$ cat src/rtl/pwm_duty_sequencer.sv
`default_nettype none
// ============================================================================
// Module      : pwm_duty_sequencer
// Description : Free-running PWM counter/compare with a handshake-fed duty
//               sequencer that only updates the live duty on period wrap.
//               Build option PWM_SEQ_RAMP_EN: step one code per period
//               (defined) or jump straight to target (undefined).
// Revision    : 1.0 - initial release
// ============================================================================
module pwm_duty_sequencer #(
    parameter int CBITS     = 19,
    parameter int DBITS     = 4,
    parameter int INIT_DUTY = 0
) (
    input  logic             clk,
    input  logic             rst,
    input  logic             req_valid,
    input  logic [DBITS-1:0] req_duty,
    output logic             req_ready,
    output logic [DBITS-1:0] cur_duty,
    output logic             busy,
    output logic             done,
    output logic             period_tick,
    output logic             pwm_out
);

    localparam int               C_SHIFT   = CBITS - DBITS - 2;
    localparam logic [CBITS-1:0] C_CNT_MAX = '1;
    localparam logic [DBITS-1:0] C_INIT    = DBITS'(INIT_DUTY);

    typedef enum logic [0:0] {
        S_IDLE = 1'b0,
        S_RAMP = 1'b1
    } state_t;

    state_t             state_q, state_d;
    logic [CBITS-1:0]   cnt_q;
    logic [DBITS-1:0]   cur_duty_q, cur_duty_d;
    logic [DBITS-1:0]   tgt_q, tgt_d;
    logic               done_q, done_d;
    logic               pwm_q;
    logic               w_wrap;
    logic [CBITS-1:0]   w_thr;

    assign w_wrap = (cnt_q == C_CNT_MAX);
    // {0, d, 1, 0...}: the leading zero is implied by zero-extension.
    assign w_thr  = CBITS'({cur_duty_q, 1'b1}) << C_SHIFT;

    always_comb begin
        state_d    = state_q;
        tgt_d      = tgt_q;
        cur_duty_d = cur_duty_q;
        done_d     = 1'b0;
        req_ready  = 1'b0;
        case (state_q)
            S_IDLE: begin
                req_ready = ~rst;
                if (req_valid && !rst) begin
                    tgt_d   = req_duty;
                    state_d = S_RAMP;
                end
            end
            S_RAMP: begin
                if (w_wrap) begin
                    if (cur_duty_q == tgt_q) begin
                        state_d = S_IDLE;
                        done_d  = 1'b1;
                    end
`ifdef PWM_SEQ_RAMP_EN
                    else if (cur_duty_q < tgt_q) begin
                        cur_duty_d = cur_duty_q + 1'b1;
                    end else begin
                        cur_duty_d = cur_duty_q - 1'b1;
                    end
`else
                    else begin
                        cur_duty_d = tgt_q;
                    end
`endif
                end
            end
            default: state_d = S_IDLE;
        endcase
    end

    always_ff @(posedge clk or posedge rst) begin
        if (rst) begin
            state_q    <= S_IDLE;
            cnt_q      <= '0;
            cur_duty_q <= C_INIT;
            tgt_q      <= C_INIT;
            done_q     <= 1'b0;
            pwm_q      <= 1'b0;
        end else begin
            state_q    <= state_d;
            cnt_q      <= cnt_q + 1'b1;
            cur_duty_q <= cur_duty_d;
            tgt_q      <= tgt_d;
            done_q     <= done_d;
            pwm_q      <= (cnt_q < w_thr);
        end
    end

    assign cur_duty    = cur_duty_q;
    assign busy        = (state_q == S_RAMP);
    assign done        = done_q;
    assign period_tick = w_wrap;
    assign pwm_out     = pwm_q;

endmodule
`default_nettype wire

$ cat config.mk
export PLATFORM = sky130hd
export DESIGN_NAME = pwm_duty_sequencer
export DESIGN_NICKNAME = d
export VERILOG_FILES = /design/src/rtl/pwm_duty_sequencer.sv
export SDC_FILE = /design/constraint.sdc
export NUM_CORES = 1
export LEC_CHECK = 0
export CAP_MARGIN = 20
export CORE_MARGIN = 2
export CORE_UTILIZATION = 54
export DETAILED_ROUTE_END_ITERATION = 12
export GPL_TIMING_DRIVEN = 0
export PLACE_DENSITY = 0.74
export SKIP_LAST_GASP = 1
export SYNTH_ARGS = -nofsm -noshare
export SYNTH_HDL_FRONTEND = slang
export SYNTH_SLANG_ARGS = --single-unit
$ cat constraint.sdc
create_clock -name clk -period 2.4 [get_ports clk]
set_clock_uncertainty 0.1 [all_clocks]
set_input_delay 0.48 -clock clk [delete_from_list [all_inputs] [get_ports clk]]
set_output_delay 0.48 -clock clk [all_outputs]
set_load 0.1 [all_outputs]
# Word-level counts from Yosys, hierarchy flattened
# Index checks and enable logic that the tools add are counted.
# classes
add_sub_neg	1
magnitude_cmp	1
eq_ne	2
mux	8
bitwise	3
n_reduce_logical	4
# op_table
op	n
19-bit by 1-bit adder with 19-bit output (second input constant)	1
19-bit equality test (second input constant)	1
19-bit by 18-bit < comparator with 1-bit output	1
1-bit 2-to-1 mux	7
4-bit equality test	1
1-bit inverter	3
3-bit AND reduction	1
1-bit one-hot mux with 2 select lines	1
2-bit AND reduction	1
1-bit logical AND	1
1-bit zero test	1
# totals
ff_bits	30
in_bits	7
wordCells	25

# Depth between registers and ports, before layout
# depth
ltp_word	4
ltp_mapped	6

# Worst setup path after synthesis
# No wires, ideal clock.
# synth_timing
kind	register to register
from	register state_q, in the netlist busy
to	register tgt_q[0]
setup_time_ps	125
t_arrival_ps	2978
required_ps	2175
slack_ps	-803
stages_incl_launch_ff	5
synth_period_minus_slack_ps	3203
cell_sequence	dfrtp_1 > nor2_1 > and2_1 > clkbuf_1 > mux2_2
# synth_between
elab_chain_len	2
# synth_lines
element	line_no	text
from (decl)	36	state_t state_q, state_d;
from (signal assigned)	95	state_q <= state_d;
1-bit inverter	--	
2-bit AND reduction (no line)	--	
to (signal assigned)	98	tgt_q <= tgt_d;
to (decl)	39	logic [DBITS-1:0] tgt_q, tgt_d;
# No other way between the ends.
# A chain may end at the register's enable or synchronous reset.

# Worst setup path after layout
# layout_timing
from	register pwm_q, in the netlist pwm_out
to	output port pwm_out
# layout_lines
element	line_no	text
from (decl)	41	logic pwm_q;
from (signal assigned)	100	pwm_q <= (cnt_q < w_thr);
to (decl)	24	output logic pwm_out
# No word-level cell between the ends.

==> flow_summary.ini <==
[finish]
nets = 152
antennaDiodeCount = 0
fillers = 197
drive_gt1_share_pct = 19.3
area_growth_pct = 22.2
final_cells = 170

[pwr]
peakVddDrop_mv = 0.549
switchingPower_mw = 0.268
combPwrFrac_pct = 13.7
p_leak_nw = 0.864
p_clk_share_pct = 27.0
power_density_mw_per_mm2 = 575
swShare_pct = 27.3
power.internal_mw = 0.715
pwr-share-seq_pct = 59.3

[placed_design]
dp_slack_ns = -0.801
portBuffers = 15
dp.cells = 161
place_hpwl_um = 1880
place.gp.congestion = 0.728

[yosys]
synth-seq-area-share_pct = 53.6
syn_area_per_cell_um2 = 12.2
synth_fp_nets = 127
synth_top_area_share_pct = 53.6
yosysTopAreaCell = dfrtp_1
synth_cells = 115
synth_ff_type = dfrtp_1
synthTopCellsByArea = dfrtp_1 (54%), xor2_1 (6.9%), xnor2_1 (6.3%)
synth_edf_count = 0
synthArstFlopShare_pct = 100
ys_ff_latch = 30
synth_warnings = 0
synth_cell_types = 23
synth.most_common_cell = dfrtp_1
netlist_top_cells_count = dfrtp_1 (30), xor2_1 (11), xnor2_1 (10), nand2_1 (8)
synth_area_mm2 = 0.00140

[timing]
whs_ns = 0.402
max_slew_margin_pct = 35.7
worst_slew_pin_slew_ns = 0.963
rsz0062_at_grt = false
finalHoldViolations = 0
timing.fmax_mhz = 427
setup_violations = 0
drv_slew = 0
period_minus_slack_ns = 2.34
fin_crit_sh_pct = 97.6
fin_ws_ns = 0.0577

[critical_path]
cp_slowest_cell = clkdlybuf4s50_1
cpLargestDelayFamily = buffers and inverters
path_class = flop to primary output
startpoint = pwm_out$_DFF_PP0_
crit_path_cell_trace = clkdlybuf4s50_1
crit_buf_inv = 1
r2r_slack_ns = 0.59
reg2reg_to = cur_duty[3]$_DFFE_PP0P_
worstPathMaxFanout = 1
r2r_cells = 5
arrival_ns = 1.76
cp.required_ns = 1.82
rr_startpoint = cnt_q[1]$_DFF_PP0_
worstSetupStartpointType = flop
cp-end-kind = primary output
crit_path_max_incr_delay_ns = 1.12

[global_route]
grt_first_pass_wirelength_um = 4110
grt_overflow = 0
grt_max_degree = 22
grt_antenna_before_repair = 0
track_usage_pct = 20.2
first_global_vias = 952

[floorplanning]
initial_core_util_pct = 56.5
io_pins = 16
dieArea_mm2 = 0.00302
core_area_mm2 = 0.00248
fp.dieH_um = 54.9
rows = 18
die_w_um = 54.9

[clock_network]
clk-insertion-delay-late_ns = 0.31
cts_tree = built
h-tree-depth = 2
cts.clk_slew.worst_paths_ns = 0.09
clockRootBuffer = clkbuf_4
clkSinkCount = 30
cts_buffers = 5
clockBufferDepth = 2

[hold_path]
whs_path_depth = 1
worstHoldEndpoint = cnt_q[15]$_DFF_PP0_
worstHoldStart = cnt_q[15]$_DFF_PP0_
hp-class = flop to flop

[job]
maxCapViolCount = 0

[route]
via_per_inst = 5.46
drtAntennaViolNets = 0
finalWirelength_um = 2500
initialDrtViolationCount = 12
wl_per_cell_um = 14.7
drtPass1Iterations = 4
drc = 0
vias = 929

[run_status]
status = finished clean
## cells by family (layout without fill, tap and decap cells)
family	after synthesis	count (layout)	synth area share, %
AND/OR/NAND/NOR	39	39	17.1
flip-flops	30	30	53.6
XOR/XNOR	21	21	13.1
multiplexers	8	8	7.51
buffers and inverters	8	33	2.14
adder cells (fa/ha/maj)	5	5	4.47
AO/OA/AOI/OAI	4	4	2.05
## power by group through the flow
stage,Clock (mW),Sequential [mW],Combinational [mW]
after floorplan,0,0.601,0.0805
after global placement,0,0.592,0.128
after detailed placement,0,0.594,0.137
after CTS,0.270,0.584,0.136
after global routing,0.300,0.589,0.145
final,0.266,0.584,0.134
## per-stage QoR
stage / area (um2) / utilization [%] / TNS [ns] / total power [mW]
2_1_floorplan: 1410 / - / 0 / 0.682
3_3_place_gp: 1600 / 64.4 / -1.09 / 0.720
3_5_place_dp: 1620 / 65.6 / -1.17 / 0.732
4_1_cts: 1680 / 67.9 / -0.0816 / 0.991
5_1_grt: 1710 / 69.0 / 0 / 1.03
6_report: 1710 / 69.0 / 0 / 0.984
## worst max-delay path by stage
stage,end,cells after the start
6_report,pwm_out,1
5_1_grt,pwm_out,1
3_5_place_dp,period_tick,5
4_1_cts,period_tick,5
3_3_place_gp,period_tick,5
2_1_floorplan,tgt_q[0]$_DFFE_PP0P_,4
## state kept, by name, indices dropped and copies added (netlist names)
signal,cells
cnt_q,19
cur_duty,4
tgt_q,4
busy,1
done,1
pwm_out,1
## area by class of cell
cell class / instances / area, um2 / share of cell area, %
multi-input combinational: 77 / 652 / 38.1
inverter: 7 / 26.3 / 1.54
tap: 30 / 37.5 / 2.19
buffer: 1 / 3.75 / 0.219
sequential: 30 / 751 / 43.9
clock buffer: 7 / 45.0 / 2.63
timing repair buffer: 18 / 195 / 11.4
## layer usage
layer | global-route usage (%) | up-vias | wire, um
li1 | - | 446 | -
met1 | 26.5 | 458 | 1140
met2 | 31.3 | 19 | 1250
met3 | 6.45 | 6 | 79
met4 | 7.32 | 0 | 27
met5 | 0 | - | 0
## layout by cell type (no fill, tap or decap), types with 3 or more instances in the layout
| cell | netlist | layout |
|---|---|---|
| xor2_1 | 11 | 11 |
| ha_1 | 5 | 4 |
| dfrtp_1 | 30 | 30 |
| mux2_2 | 4 | 4 |
| xnor2_1 | 10 | 10 |
| nor2_1 | 6 | 5 |
| nand3_1 | 7 | 6 |
| clkbuf_4 | 0 | 5 |
| mux2_4 | 4 | 4 |
| nand2_1 | 8 | 8 |
| dlygate4sd2_1 | 0 | 5 |
| clkbuf_1 | 1 | 3 |
| inv_1 | 7 | 7 |
| nand4_1 | 3 | 3 |
| clkdlybuf4s50_1 | 0 | 7 |
## repair_timing
item | in CTS | in global routing
hold buffers | 0 | 0
resized for setup | 18 | 4
hold endpoints to repair | 0 | 0
pin swaps | 0 | 1
endpoints found under the setup margin | 7 | 2
setup buffers | 0 | 2
## worst register-to-register path, stage by stage (launching register included)
cell	delay, ns
dfrtp_1	0.38
ha_2	0.23
nand4_4	0.15
nor3_4	0.36
nand3_4	0.16
mux2_4	0.32
Power figures use the tool's default switching activity.
